$ cat config.mk
export PLATFORM = sky130hd
export DESIGN_NAME = mul_2617_seq
export DESIGN_NICKNAME = d
export VERILOG_FILES = /design/src/rtl/mod2617_pkg.sv /design/src/rtl/mul_2617_seq.sv
export SDC_FILE = /design/constraint.sdc
export NUM_CORES = 1
export LEC_CHECK = 0
export BUFFER_PORTS_ARGS = -buffer_cell sky130_fd_sc_hd__buf_2
export CORE_UTILIZATION = 50
export CTS_BUF_LIST = sky130_fd_sc_hd__clkbuf_8 sky130_fd_sc_hd__clkbuf_16
export CTS_CLUSTER_SIZE = 28
export DETAILED_ROUTE_END_ITERATION = 10
export GPL_TIMING_DRIVEN = 0
export MAX_ROUTING_LAYER = met4
export PLACE_DENSITY = 0.74
export SLEW_MARGIN = 0
export SYNTH_ARGS = -nofsm -noshare
export SYNTH_HDL_FRONTEND = slang
export SYNTH_SLANG_ARGS = --single-unit
$ cat constraint.sdc
create_clock -name clk -period 4.95 [get_ports clk]
set_clock_uncertainty 0.1 [all_clocks]
set_input_delay 0.495 -clock clk [delete_from_list [all_inputs] [get_ports clk]]
set_output_delay 0.495 -clock clk [all_outputs]
set_load 0.1 [all_outputs]
$ cat src/rtl/mod2617_pkg.sv
// Shared constants and types for the mod-2617 multiply path (multiplier and
// Barrett reducer).
package mod2617_pkg;

  localparam int Q  = 2617;  // modulus
  localparam int W  = 12;    // operand width
  localparam int PW = 23;    // product width, equal to the reducer input width
  localparam int CW = 4;     // multiplier bit counter width

  // Modulus at operand width, for range checks without width mixing
  localparam logic [W-1:0]  Q_W      = W'(Q);
  // Counter value of the last multiplier bit processed in RUN
  localparam logic [CW-1:0] LAST_BIT = CW'(W - 1);

  typedef enum logic [1:0] {
    IDLE = 2'd0,
    RUN  = 2'd1,
    DONE = 2'd2
  } state_t;

endpackage

$ cat src/rtl/mul_2617_seq.sv
// Iterative shift-add multiplier for residues mod 2617. One multiplier bit is
// consumed per cycle; the 23-bit product is held until the consumer takes it.
// Operands at or above the modulus yield a zero product with dout_err set.
module mul_2617_seq
  import mod2617_pkg::*;
(
  input  logic          clk,
  input  logic          rst_n,
  input  logic          in_valid,
  output logic          in_ready,
  input  logic [W-1:0]  din_a,
  input  logic [W-1:0]  din_b,
  output logic          out_valid,
  input  logic          out_ready,
  output logic [PW-1:0] dout_p,
  output logic          dout_err
);

  state_t        state;
  logic [W-1:0]  a_q;
  logic [W-1:0]  b_q;
  logic [PW-1:0] acc;
  logic [CW-1:0] cnt;
  logic          err_q;

  logic          accept;
  logic          in_err;
  logic [W-1:0]  b_shift;
  logic [PW-1:0] addend;

  // Handshake, range check and the shifted partial product for this cycle
  // NOTE: every combinational output is fully assigned here, so no latch can form.
  always_comb begin
    in_ready = (state == IDLE) || ((state == DONE) && out_ready);
    accept   = in_valid && in_ready;
    in_err   = (din_a >= Q_W) || (din_b >= Q_W);
    b_shift  = b_q >> cnt;
    addend   = PW'(a_q) << cnt;
  end

  // Sequencer and datapath: load on accept, add one partial product per RUN cycle
  // NOTE: state registers use non-blocking assignments so all of them update together at the edge.
  always_ff @(posedge clk or negedge rst_n) begin
    if (!rst_n) begin
      state <= IDLE;
      a_q   <= '0;
      b_q   <= '0;
      acc   <= '0;
      cnt   <= '0;
      err_q <= 1'b0;
    end else if (accept) begin
      // An operand error skips RUN entirely and reports a zero product
      a_q   <= din_a;
      b_q   <= din_b;
      acc   <= '0;
      cnt   <= '0;
      err_q <= in_err;
      state <= in_err ? DONE : RUN;
    end else begin
      case (state)
        RUN: begin
          if (b_shift[0]) acc <= acc + addend;
          cnt <= cnt + CW'(1);
          if (cnt == LAST_BIT) state <= DONE;
        end
        DONE: begin
          if (out_ready) state <= IDLE;
        end
        default: state <= state;
      endcase
    end
  end

  // Outputs come straight from registers, so they cannot glitch while DONE holds
  always_comb begin
    out_valid = (state == DONE);
    dout_p    = acc;
    dout_err  = err_q;
  end

endmodule

==> reports/summary.txt, run 1 <==
run status - completed
syn avg cell area - 8.17 um2
ranking of synthesized cells by area - dfrtp_1 (33%), nand2_1 (9.9%), ha_1 (7.0%)
average wire per cell in the routed design - 15.7 um
root buffer cell - clkbuf_8
worst setup path class - flip-flop to flip-flop
DP Worst Slack - 688 ps
post-CTS setup buffers - 0
Final Hold Vio Count - 0
required time reported for the critical path endpoint - 5110 ps
Remaining Overflow, GRT - 0
launching element type of the critical path - flip-flop
category of the worst setup path capture point - flip-flop
reg-to-reg critical path endpoint - dout_p[20]
count of unique library cells instantiated by Yosys - 57
unrepaired setup endpoints after global routing - no
Worst Reg2Reg Path Length in Cells - 14
gp weighted congestion - 0.958
slew at the pin with the worst max-slew slack - 689 ps
Highest Clock Rate - 233 MHz
Layout area overhead - 12.4%
initial core utilization - 0.523
clk slew on worst S/H paths - 110 ps
number of DRC violations after detailed routing - 0
Leakage Power - 2.31 nW
Reg power frac - 0.570
clock group share of total power - 0.397
I/O pin total - 54
commonest non-fill, non-tap cell in the layout - nand2_1
clock sink total - 54
Slew Viols, Final - 0
Routed Antenna Nets - 0
first-pass iteration count of the detailed router - 7
number of warnings printed during yosys synthesis - 0
final standard cell utilization of the core - 0.588
fin nets - 612
placed wire-length estimate - 8090 um
number of flops mapped to enable cells by yosys - 0
clock tree from TritonCTS - done
CTS Hold Buffers Added - 0
Rows - 32
cell repeated most along the worst path - buf_2
sequential share of the synthesized area - 0.331
via count - 3813
share of synthesized flip-flops with an asynchronous set or reset - 1.00
Crit path largest cell delay - 650 ps
CTS buffer count - 5
least setup slack across all paths after layout - 658 ps
Die Outline Area - 0.00853 mm2
maximum number of pins on one net before global-route repair - 55
global-route wire length before repair - 17500 um
number of H-tree branching levels - 2
x dimension of the die - 92.4 um
area share of the largest cell type after synthesis - 0.331
Worst Hold Margin - 101 ps
net switching power - 0.000173 W
Port Buffers - 53
Final Routed Wirelength - 10400 um
launch point of the worst path - cnt[0]
fillers - 734
total of max-cap violations - 0
Slew Limit Headroom - 0.541
power per cell area - 168 mW/mm2
capturing instance or port of the critical path - dout_p[20]
launch point of the worst reg-to-reg path - cnt[0]
Final setup violation count - 0
shortest period the worst path allows - 4290 ps
Sw Ratio - 0.224
setup slack on the worst flop-to-flop path - 660 ps
path class of the lowest-slack min-delay path - input port to async pin
area leader, netlist - dfrtp_1
critical-path cell list - buf_6, buf_2, buf_2, mux2_2, o21ai_0, mux2i_1, and2_1, ha_1, a21oi_1, o221ai_1, a22oi_2, o41ai_1, or4b_2, nand3_1
Peak supply drop - 0.108 mV
core box area - 0.00781 mm2
DR iter-0 viols - 212
number of global-route vias before repair - 3621
predominant post-synthesis flop cell - dfrtp_1
arrival time of data at the critical path endpoint - 4450 ps
count of instances resized after the clock tree is built - 0
post-route clock period utilization - 0.867
total standard cell area after synthesis - 0.00408 mm2
Slowest cell on crit path - or4b_2
clock latency reported for the late side of the worst-skew pair - 320 ps
commonest cells after routing, fill and taps aside - nand2_1 (108), buf_2 (57), dfrtp_1 (54)
die height - 92.4 um
Total Routing Usage GR - 0.265
Synth Net Count - 552
Gate power share - 0.033
maximum fanout encountered on the critical timing path - 10
average vias per placed instance - 5.75
share of layout cells above drive strength 1 - 0.148
post-synthesis register bit count - 54
maximum clock path buffer count - 2
number of antenna violations at the first check in global routing - 0
count of mapped cells out of synthesis - 500
diode insertion count for antenna repair - 0
Pint - 0.000600 W
Setup TNS Final - 0 ps
-- cells in the mapped netlist, types with 2 or more instances --
cell type	count
a21boi_0	2
nor3b_1	3
nor2b_1	3
a211oi_1	5
o211ai_1	2
o21bai_1	5
dfrtp_1	54
o41ai_1	2
buf_6	3
clkbuf_1	18
nor4_1	4
nand2_1	108
o21a_1	6
o31ai_1	2
buf_1	3
nand2b_1	2
nor3_1	14
mux2_2	5
o21ai_0	34
nor2_1	28
buf_2	5
xnor2_1	12
ha_1	23
a311oi_1	2
inv_1	13
a21o_1	6
nand3_1	34
and2_1	6
o22ai_1	2
and3_1	2
mux2i_1	17
a21oi_1	27
o21ai_1	10
o31a_1	2
nand4_1	4
mux4_2	6
xor2_1	6
-- registers in the layout, summed over array words and instances, names as in the netlist --
name and cells:
dout_p 23, a_q 12, b_q 12, cnt 4
state 2, dout_err 1
-- worst min path at each step --
stage / startpoint / endpoint / slack, ps / cells after the start
final: rst_n / dout_p[5] / 100 / 1
after global placement: b_q[4] / b_q[4] / 350 / 2
after global routing: rst_n / dout_p[6] / 170 / 1
after detailed placement: b_q[8] / b_q[8] / 360 / 2
after floorplan: rst_n / a_q[0] / 100 / 0
after CTS: din_a[11] / a_q[11] / 280 / 3
-- per-layer routing --
layer  GRT usage  wire length, um  part of all wire  vias up
met5           -                0                 0        -
li1            -                -                 -     1905
met1       0.340             4740              0.46     1806
met2       0.443             5110              0.49       87
met3      0.0255              354             0.034       15
met4      0.0807              190             0.018        0
-- area by class of cell --
| cell class | instances | area, um2 | share of cell area |
|---|---|---|---|
| Buffer | 30 | 143 | 0.0311 |
| Multi-Input combinational cell | 403 | 2540 | 0.554 |
| Timing Repair Buffer | 53 | 268 | 0.0583 |
| Tap cell | 102 | 128 | 0.0278 |
| Inverter | 13 | 48.8 | 0.0106 |
| Sequential cell | 54 | 1350 | 0.294 |
| Clock inverter | 3 | 41.3 | 0.00900 |
| Clock buffer | 5 | 68.8 | 0.0150 |
-- worst max-delay path: cells and delay by family (launching register included) --
kind / cells / cell delay, ps
fa+ha+maj: 1 / 350
mux: 2 / 520
compound gates: 5 / 1190
simple gates: 3 / 960
flops: 1 / 390
buf+inv: 3 / 710
-- power groups by stage --
| stage | combinational [W] | sequential [W] | clock (W) |
|---|---|---|---|
| after floorplan | 0.00000271 | 0.000450 | 0 |
| after global placement | 0.0000254 | 0.000449 | 0 |
| after detailed placement | 0.0000260 | 0.000450 | 0 |
| after CTS | 0.0000262 | 0.000441 | 0.000312 |
| after global routing | 0.0000296 | 0.000441 | 0.000328 |
| final | 0.0000254 | 0.000441 | 0.000307 |
-- cells by family (layout without fill, tap and decap cells) --
kind of cell	count (synthesis)	count (layout)	synth area share
compound gates	122	122	0.192
xor+xnor	18	18	0.0386
fa+ha+maj	24	24	0.0754
buf+inv	43	104	0.0469
flops	54	54	0.331
mux	28	28	0.0885
simple gates	211	211	0.228
-- stage by stage --
step                power, W  std cells  cell area, um2
floorplan           0.000452        500            4080
global placement    0.000475        655            4480
detailed placement  0.000476        655            4480
CTS                 0.000779        663            4590
global route        0.000798        663            4590
finish              0.000773        663            4590
(Power assumes the default switching activity.)
==> run 2: changes to the inputs <==
CORE_MARGIN = 10   (was not set)
clock period = 4.2 ns   (was 4.95 ns; I/O delays follow)
==> run 2 against run 1 <==
Power rose by 13%. First-iteration DRC count rose by 16%. Die area rose by 43%. Design area rose by 0.38%.
==> reports/summary.txt, run 2 (synthesis gave the netlist of run 1 again) <==
critical-path cell list - buf_2, buf_1, clkbuf_2, a31oi_1, o21ai_0, ha_1, and3_1, a41o_1, a22oi_2, o41ai_2, or4b_2, nand3_1 (was buf_6, buf_2, buf_2, mux2_2, o21ai_0, mux2i_1, and2_1, ha_1, a21oi_1, o221ai_1, a22oi_2, o41ai_1, or4b_2, nand3_1)
CTS Hold Buffers Added - 0 (unchanged)
global-route wire length before repair - 18400 um (was 17500 um)
placement-stage cell area - 0.00448 mm2 (unchanged)
Die Outline Area - 0.0122 mm2 (was 0.00853 mm2)
maximum clock path buffer count - 2 (unchanged)
Crit path largest cell delay - 650 ps (about the same)
DP Worst Slack - -70.4 ps (was 688 ps)
commonest non-fill, non-tap cell in the layout - nand2_1 (unchanged)
Remaining Overflow, GRT - 0 (unchanged)
clk slew on worst S/H paths - 120 ps (was 110 ps)
total of max-cap violations - 0 (unchanged)
Total Routing Usage GR - 0.189 (was 0.265)
root buffer cell - clkbuf_8 (unchanged)
number of H-tree branching levels - 2 (unchanged)
I/O pin total - 54 (unchanged)
Port Buffers - 53 (unchanged)
average wire per cell in the routed design - 16.7 um (was 15.7 um)
category of the worst setup path capture point - flip-flop (unchanged)
depth of the worst hold-timing path - 3
average vias per placed instance - 5.81 (was 5.75)
power per cell area - 189 mW/mm2 (was 168 mW/mm2)
commonest cells after routing, fill and taps aside - nand2_1 (108), buf_2 (56), dfrtp_1 (54) (was nand2_1 (108), buf_2 (57), dfrtp_1 (54))
Peak supply drop - 0.141 mV (was 0.108 mV)
share of layout cells above drive strength 1 - 0.160 (was 0.148)
clock tree from TritonCTS - done (unchanged)
clock sink total - 54 (unchanged)
launch point of the worst reg-to-reg path - cnt[1] (was cnt[0])
Final Routed Wirelength - 11000 um (was 10400 um)
placed wire-length estimate - 8520 um (was 8090 um)
hold path startpoint - din_a[9]
Worst Hold Margin - 194 ps (was 101 ps)
Worst Reg2Reg Path Length in Cells - 12 (was 14)
fin area - 0.00461 mm2 (was 0.00459 mm2)
WHS Endpoint - a_q[9]
first-pass iteration count of the detailed router - 5 (was 7)
CTS buffer count - 5 (unchanged)
unrepaired setup endpoints after global routing - no (unchanged)
flip-flop count of the largest register after layout - 23 (unchanged)
arrival time of data at the critical path endpoint - 4240 ps (was 4450 ps)
least setup slack across all paths after layout - 126 ps (was 658 ps)
path class of the lowest-slack min-delay path - input port to flip-flop (was input port to async pin)
post-route clock period utilization - 0.970 (was 0.867)
number of global-route vias before repair - 3845 (was 3621)
Highest Clock Rate - 245 MHz (was 233 MHz)
Slowest cell on crit path - or4b_2 (unchanged)
Slew Viols, Final - 0 (unchanged)
DR iter-0 viols - 245 (was 212)
Final setup violation count - 0 (unchanged)
core box area - 0.00785 mm2 (was 0.00781 mm2)
total design power - 0.000872 W (was 0.000773 W)
x dimension of the die - 110 um (was 92.4 um)
worst setup path class - flip-flop to flip-flop (unchanged)
Rows - 32 (unchanged)
Leakage Power - 2.32 nW (was 2.31 nW)
Routed Antenna Nets - 0 (unchanged)
number of DRC violations after detailed routing - 0 (unchanged)
via count - 3854 (was 3813)
initial core utilization - 0.520 (was 0.523)
launching element type of the critical path - flip-flop (unchanged)
Layout area overhead - 12.8% (was 12.4%)
Final Hold Vio Count - 0 (unchanged)
fin nets - 612 (unchanged)
reg-to-reg critical path endpoint - dout_p[20] (unchanged)
maximum number of pins on one net before global-route repair - 55 (unchanged)
shortest period the worst path allows - 4070 ps (was 4290 ps)
run status - completed (unchanged)
slew at the pin with the worst max-slew slack - 1190 ps (was 689 ps)
required time reported for the critical path endpoint - 4370 ps (was 5110 ps)
gp weighted congestion - 0.939 (was 0.958)
maximum fanout encountered on the critical timing path - 10 (unchanged)
die height - 110 um (was 92.4 um)
clock latency reported for the late side of the worst-skew pair - 320 ps (about the same)
Slew Limit Headroom - 0.209 (was 0.541)
setup slack on the worst flop-to-flop path - 130 ps (was 660 ps)
number of antenna violations at the first check in global routing - 0 (unchanged)
diode insertion count for antenna repair - 0 (unchanged)
==> run 2: cell count changes in the layout (fill, tap and decap cells not counted), sizes merged <==
cell      previous run  this run
clkbuf              24        23
inv                 14        15
buf                 64        65
bufinv               1         0
clkinvlp             1         0
clkinv               0         1
==> run 2: worst max-delay path, delay by kind of cell, from the launching register on <==
family          cells  cell delay [ps]
flops               1              360
simple gates        3              990
fa+ha+maj           1              370
compound gates      5             1280
buf+inv             3              900
==> run 2: worst max path at each step <==
stage / start / endpoint / depth (start not counted)
after global placement: cnt[0] / dout_p[20] / 14
final: cnt[1] / dout_p[20] / 12
after detailed placement: cnt[0] / dout_p[20] / 14
after floorplan: cnt[0] / dout_p[20] / 14
after global routing: cnt[0] / dout_p[20] / 15
after CTS: cnt[0] / dout_p[21] / 15
==> run 2: through the flow <==
| step | utilization | setup TNS (ps) | instances |
|---|---|---|---|
| floorplan | - | 0 | 500 |
| global placement | 0.570 | -11.4 | 655 |
| detailed placement | 0.570 | -73.3 | 655 |
| CTS | 0.586 | 0 | 665 |
| global route | 0.587 | 0 | 663 |
| finish | 0.587 | 0 | 663 |
==> run 2: what timing repair did <==
action	in CTS	in global routing
gates resized for setup	2	5
endpoints found under the hold margin	0	0
buffers inserted	2	0
endpoints found under the setup margin	2	7
pin swaps	1	0
==> run 2: metal layers <==
| metal | track usage | vias up | wire length (um) |
|---|---|---|---|
| li1 | - | 1902 | - |
| met1 | 0.243 | 1808 | 5030 |
| met2 | 0.304 | 120 | 5210 |
| met3 | 0.0250 | 24 | 564 |
| met4 | 0.0569 | 0 | 244 |
| met5 | - | - | 0 |
==> run 2: cell type report <==
| type | instances | area, um2 |
|---|---|---|
| Buffer | 28 | 138 |
| Clock buffer | 5 | 68.8 |
| Clock inverter | 3 | 28.8 |
| Fill cell | 752 | 3240 |
| Inverter | 13 | 48.8 |
| Multi-Input combinational cell | 403 | 2560 |
| Sequential cell | 54 | 1350 |
| Tap cell | 102 | 128 |
| Timing Repair Buffer | 55 | 280 |
==> run 2: power breakdown <==
part	internal (W)	leakage, nW	switching [W]
Clock	0.000125	0.0506	0.000199
Sequential	0.000520	0.608	0
Combinational	0.0000110	1.66	0.0000175
==> run 3: changes to the inputs <==
PLACE_DENSITY = 0.71   (was 0.74)
REMOVE_ABC_BUFFERS = 1   (was not set)
==> run 3 against run 2 <==
Core utilization shrank 1.5 points. Routed wire length shrank 11%. Sequential power is essentially flat. Via count shrank 5.1%. Power shrank 0.53%. Critical path depth shrank 1. Setup slack gained 180 ps. Die area is the same.
==> reports/summary.txt, run 3 (synthesis gave the netlist of run 1 again) <==
net switching power - 0.000213 W (was 0.000216 W)
share of layout cells above drive strength 1 - 0.152 (was 0.160)
via count - 3657 (was 3854)
Rows - 32 (unchanged)
GR Layer Usage met1 - 0.227 (was 0.243)
required time reported for the critical path endpoint - 4360 ps (was 4370 ps)
die height - 110 um (unchanged)
Leakage Power - 2.27 nW (was 2.32 nW)
number of global-route vias before repair - 3611 (was 3845)
first-pass iteration count of the detailed router - 4 (was 5)
Most Used Layer, Global Route - met2 (unchanged)
I/O pin total - 54 (unchanged)
average wire per cell in the routed design - 15.5 um (was 16.7 um)
clock latency reported for the late side of the worst-skew pair - 320 ps (about the same)
clk slew on worst S/H paths - 110 ps (was 120 ps)
number of antenna violations at the first check in global routing - 0 (unchanged)
Highest Clock Rate - 257 MHz (was 245 MHz)
Final setup violation count - 0 (unchanged)
average vias per placed instance - 5.76 (was 5.81)
Slew Viols, Final - 0 (unchanged)
global routing met3 resource utilization - 0.0261 (was 0.0250)
Worst Reg2Reg Path Length in Cells - 11 (was 12)
commonest non-fill, non-tap cell in the layout - nand2_1 (unchanged)
category of the worst setup path capture point - flip-flop (unchanged)
Worst Hold Margin - 24.3 ps (was 194 ps)
slew at the pin with the worst max-slew slack - 978 ps (was 1190 ps)
commonest cells after routing, fill and taps aside - nand2_1 (108), buf_2 (52), dfrtp_1 (51) (was nand2_1 (108), buf_2 (56), dfrtp_1 (54))
x dimension of the die - 110 um (unchanged)
Sw Ratio - 0.246 (was 0.248)
DP Worst Slack - -95.5 ps (was -70.4 ps)
unrepaired setup endpoints after global routing - no (unchanged)
post-CTS setup buffers - 0 (was 2)
total of max-cap violations - 0 (unchanged)
launching element type of the critical path - flip-flop (unchanged)
Critical path buffers and inverters - 0 (was 3)
maximum number of pins on one net before global-route repair - 55 (unchanged)
placed wire-length estimate - 7460 um (was 8520 um)
Layout area overhead - 9.96% (was 12.8%)
cell depth of the worst setup path - 11 (was 12)
Final Routed Wirelength - 9830 um (was 11000 um)
GRT met2 Usage - 0.277 (was 0.304)
Reg power frac - 0.599 (was 0.596)
clock tree from TritonCTS - done (unchanged)
Remaining Overflow, GRT - 0 (unchanged)
root buffer cell - clkbuf_8 (unchanged)
number of DRC violations after detailed routing - 0 (unchanged)
Slowest cell on crit path - dfrtp_4 (was or4b_2)
gp weighted congestion - 0.933 (was 0.939)
Pint - 0.000654 W (was 0.000656 W)
arrival time of data at the critical path endpoint - 4060 ps (was 4240 ps)
run status - completed (unchanged)
diode insertion count for antenna repair - 0 (unchanged)
worst setup path class - flip-flop to flip-flop (unchanged)
cell repeated most along the worst path - mux2i_1
CTS buffer count - 5 (unchanged)
Peak supply drop - 0.141 mV (about the same)
Die Outline Area - 0.0122 mm2 (unchanged)
fin nets - 584 (was 612)
flip-flop count of the largest register after layout - 23 (unchanged)
Port Buffers - 53 (unchanged)
Final Hold Vio Count - 0 (unchanged)
power per cell area - 193 mW/mm2 (was 189 mW/mm2)
critical-path cell list - mux2i_1, mux2i_1, mux2_2, a22o_1, ha_1, and3_1, a41o_1, a22oi_2, o41ai_1, or4b_2, nand3_1 (was buf_2, buf_1, clkbuf_2, a31oi_1, o21ai_0, ha_1, and3_1, a41o_1, a22oi_2, o41ai_2, or4b_2, nand3_1)
Slew Limit Headroom - 0.348 (was 0.209)
final standard cell utilization of the core - 0.572 (was 0.587)
Gate power share - 0.034 (was 0.033)
path class of the lowest-slack min-delay path - input port to async pin (was input port to flip-flop)
shortest period the worst path allows - 3890 ps (was 4070 ps)
least setup slack across all paths after layout - 305 ps (was 126 ps)
DR iter-0 viols - 160 (was 245)
family with the most delay on the worst path - compound AO/OA/AOI/OAI gates (unchanged)
clock sink total - 54 (unchanged)
count of instances resized after the clock tree is built - 1 (was 2)
number of H-tree branching levels - 2 (unchanged)
CTS Hold Buffers Added - 0 (unchanged)
Routed Antenna Nets - 0 (unchanged)
Total Routing Usage GR - 0.174 (was 0.189)
Crit path largest cell delay - 660 ps (was 650 ps)
maximum fanout encountered on the critical timing path - 24 (was 10)
clock group share of total power - 0.367 (was 0.371)
post-route clock period utilization - 0.927 (was 0.970)
initial core utilization - 0.520 (unchanged)
maximum clock path buffer count - 2 (unchanged)
Setup TNS Final - 0 ps (unchanged)
core box area - 0.00785 mm2 (unchanged)
total design power - 0.000867 W (was 0.000872 W)
global-route wire length before repair - 17100 um (was 18400 um)
## run 3: path summary, 6_finish.rpt
kind	start	end	slack (ps)
worst min-delay path	rst_n	dout_p[19]	20
min in group clk	din_b[3]	b_q[3]	200
worst max-delay path	cnt[0]	dout_p[20]	310
worst max register to register	cnt[0]	dout_p[20]	310
max in group asynchronous	rst_n	cnt[0]	3440
worst min register to register	b_q[3]	b_q[3]	390
## run 3: metal layers
| metal | vias up | wire length, um |
|---|---|---|
| li1 | 1853 | - |
| met1 | 1707 | 4750 |
| met2 | 82 | 4540 |
| met3 | 15 | 387 |
| met4 | 0 | 150 |
| met5 | - | 0 |
## run 3: per-stage QoR
step	cell area, um2	cells
3_5_place_dp	4360	626
2_1_floorplan	3940	470
4_1_cts	4460	634
3_3_place_gp	4330	625
6_report	4490	635
5_1_grt	4490	635
## run 3: power groups by stage
stage,sequential [W],combinational (W),clock [W]
after global placement,0.000530,0.0000291,0
after CTS,0.000520,0.0000303,0.000332
after floorplan,0.000530,0.00000319,0
final,0.000520,0.0000295,0.000318
after detailed placement,0.000530,0.0000301,0
after global routing,0.000520,0.0000351,0.000351
## run 3: layout make-up
cell class	count	area, um2
clock buffers	5	68.8
clock inverters	3	26.3
fillers	773	3360
inverters	13	48.8
multi-input cells	403	2550
flip-flops and latches	54	1360
well taps	102	128
repair buffers	55	315
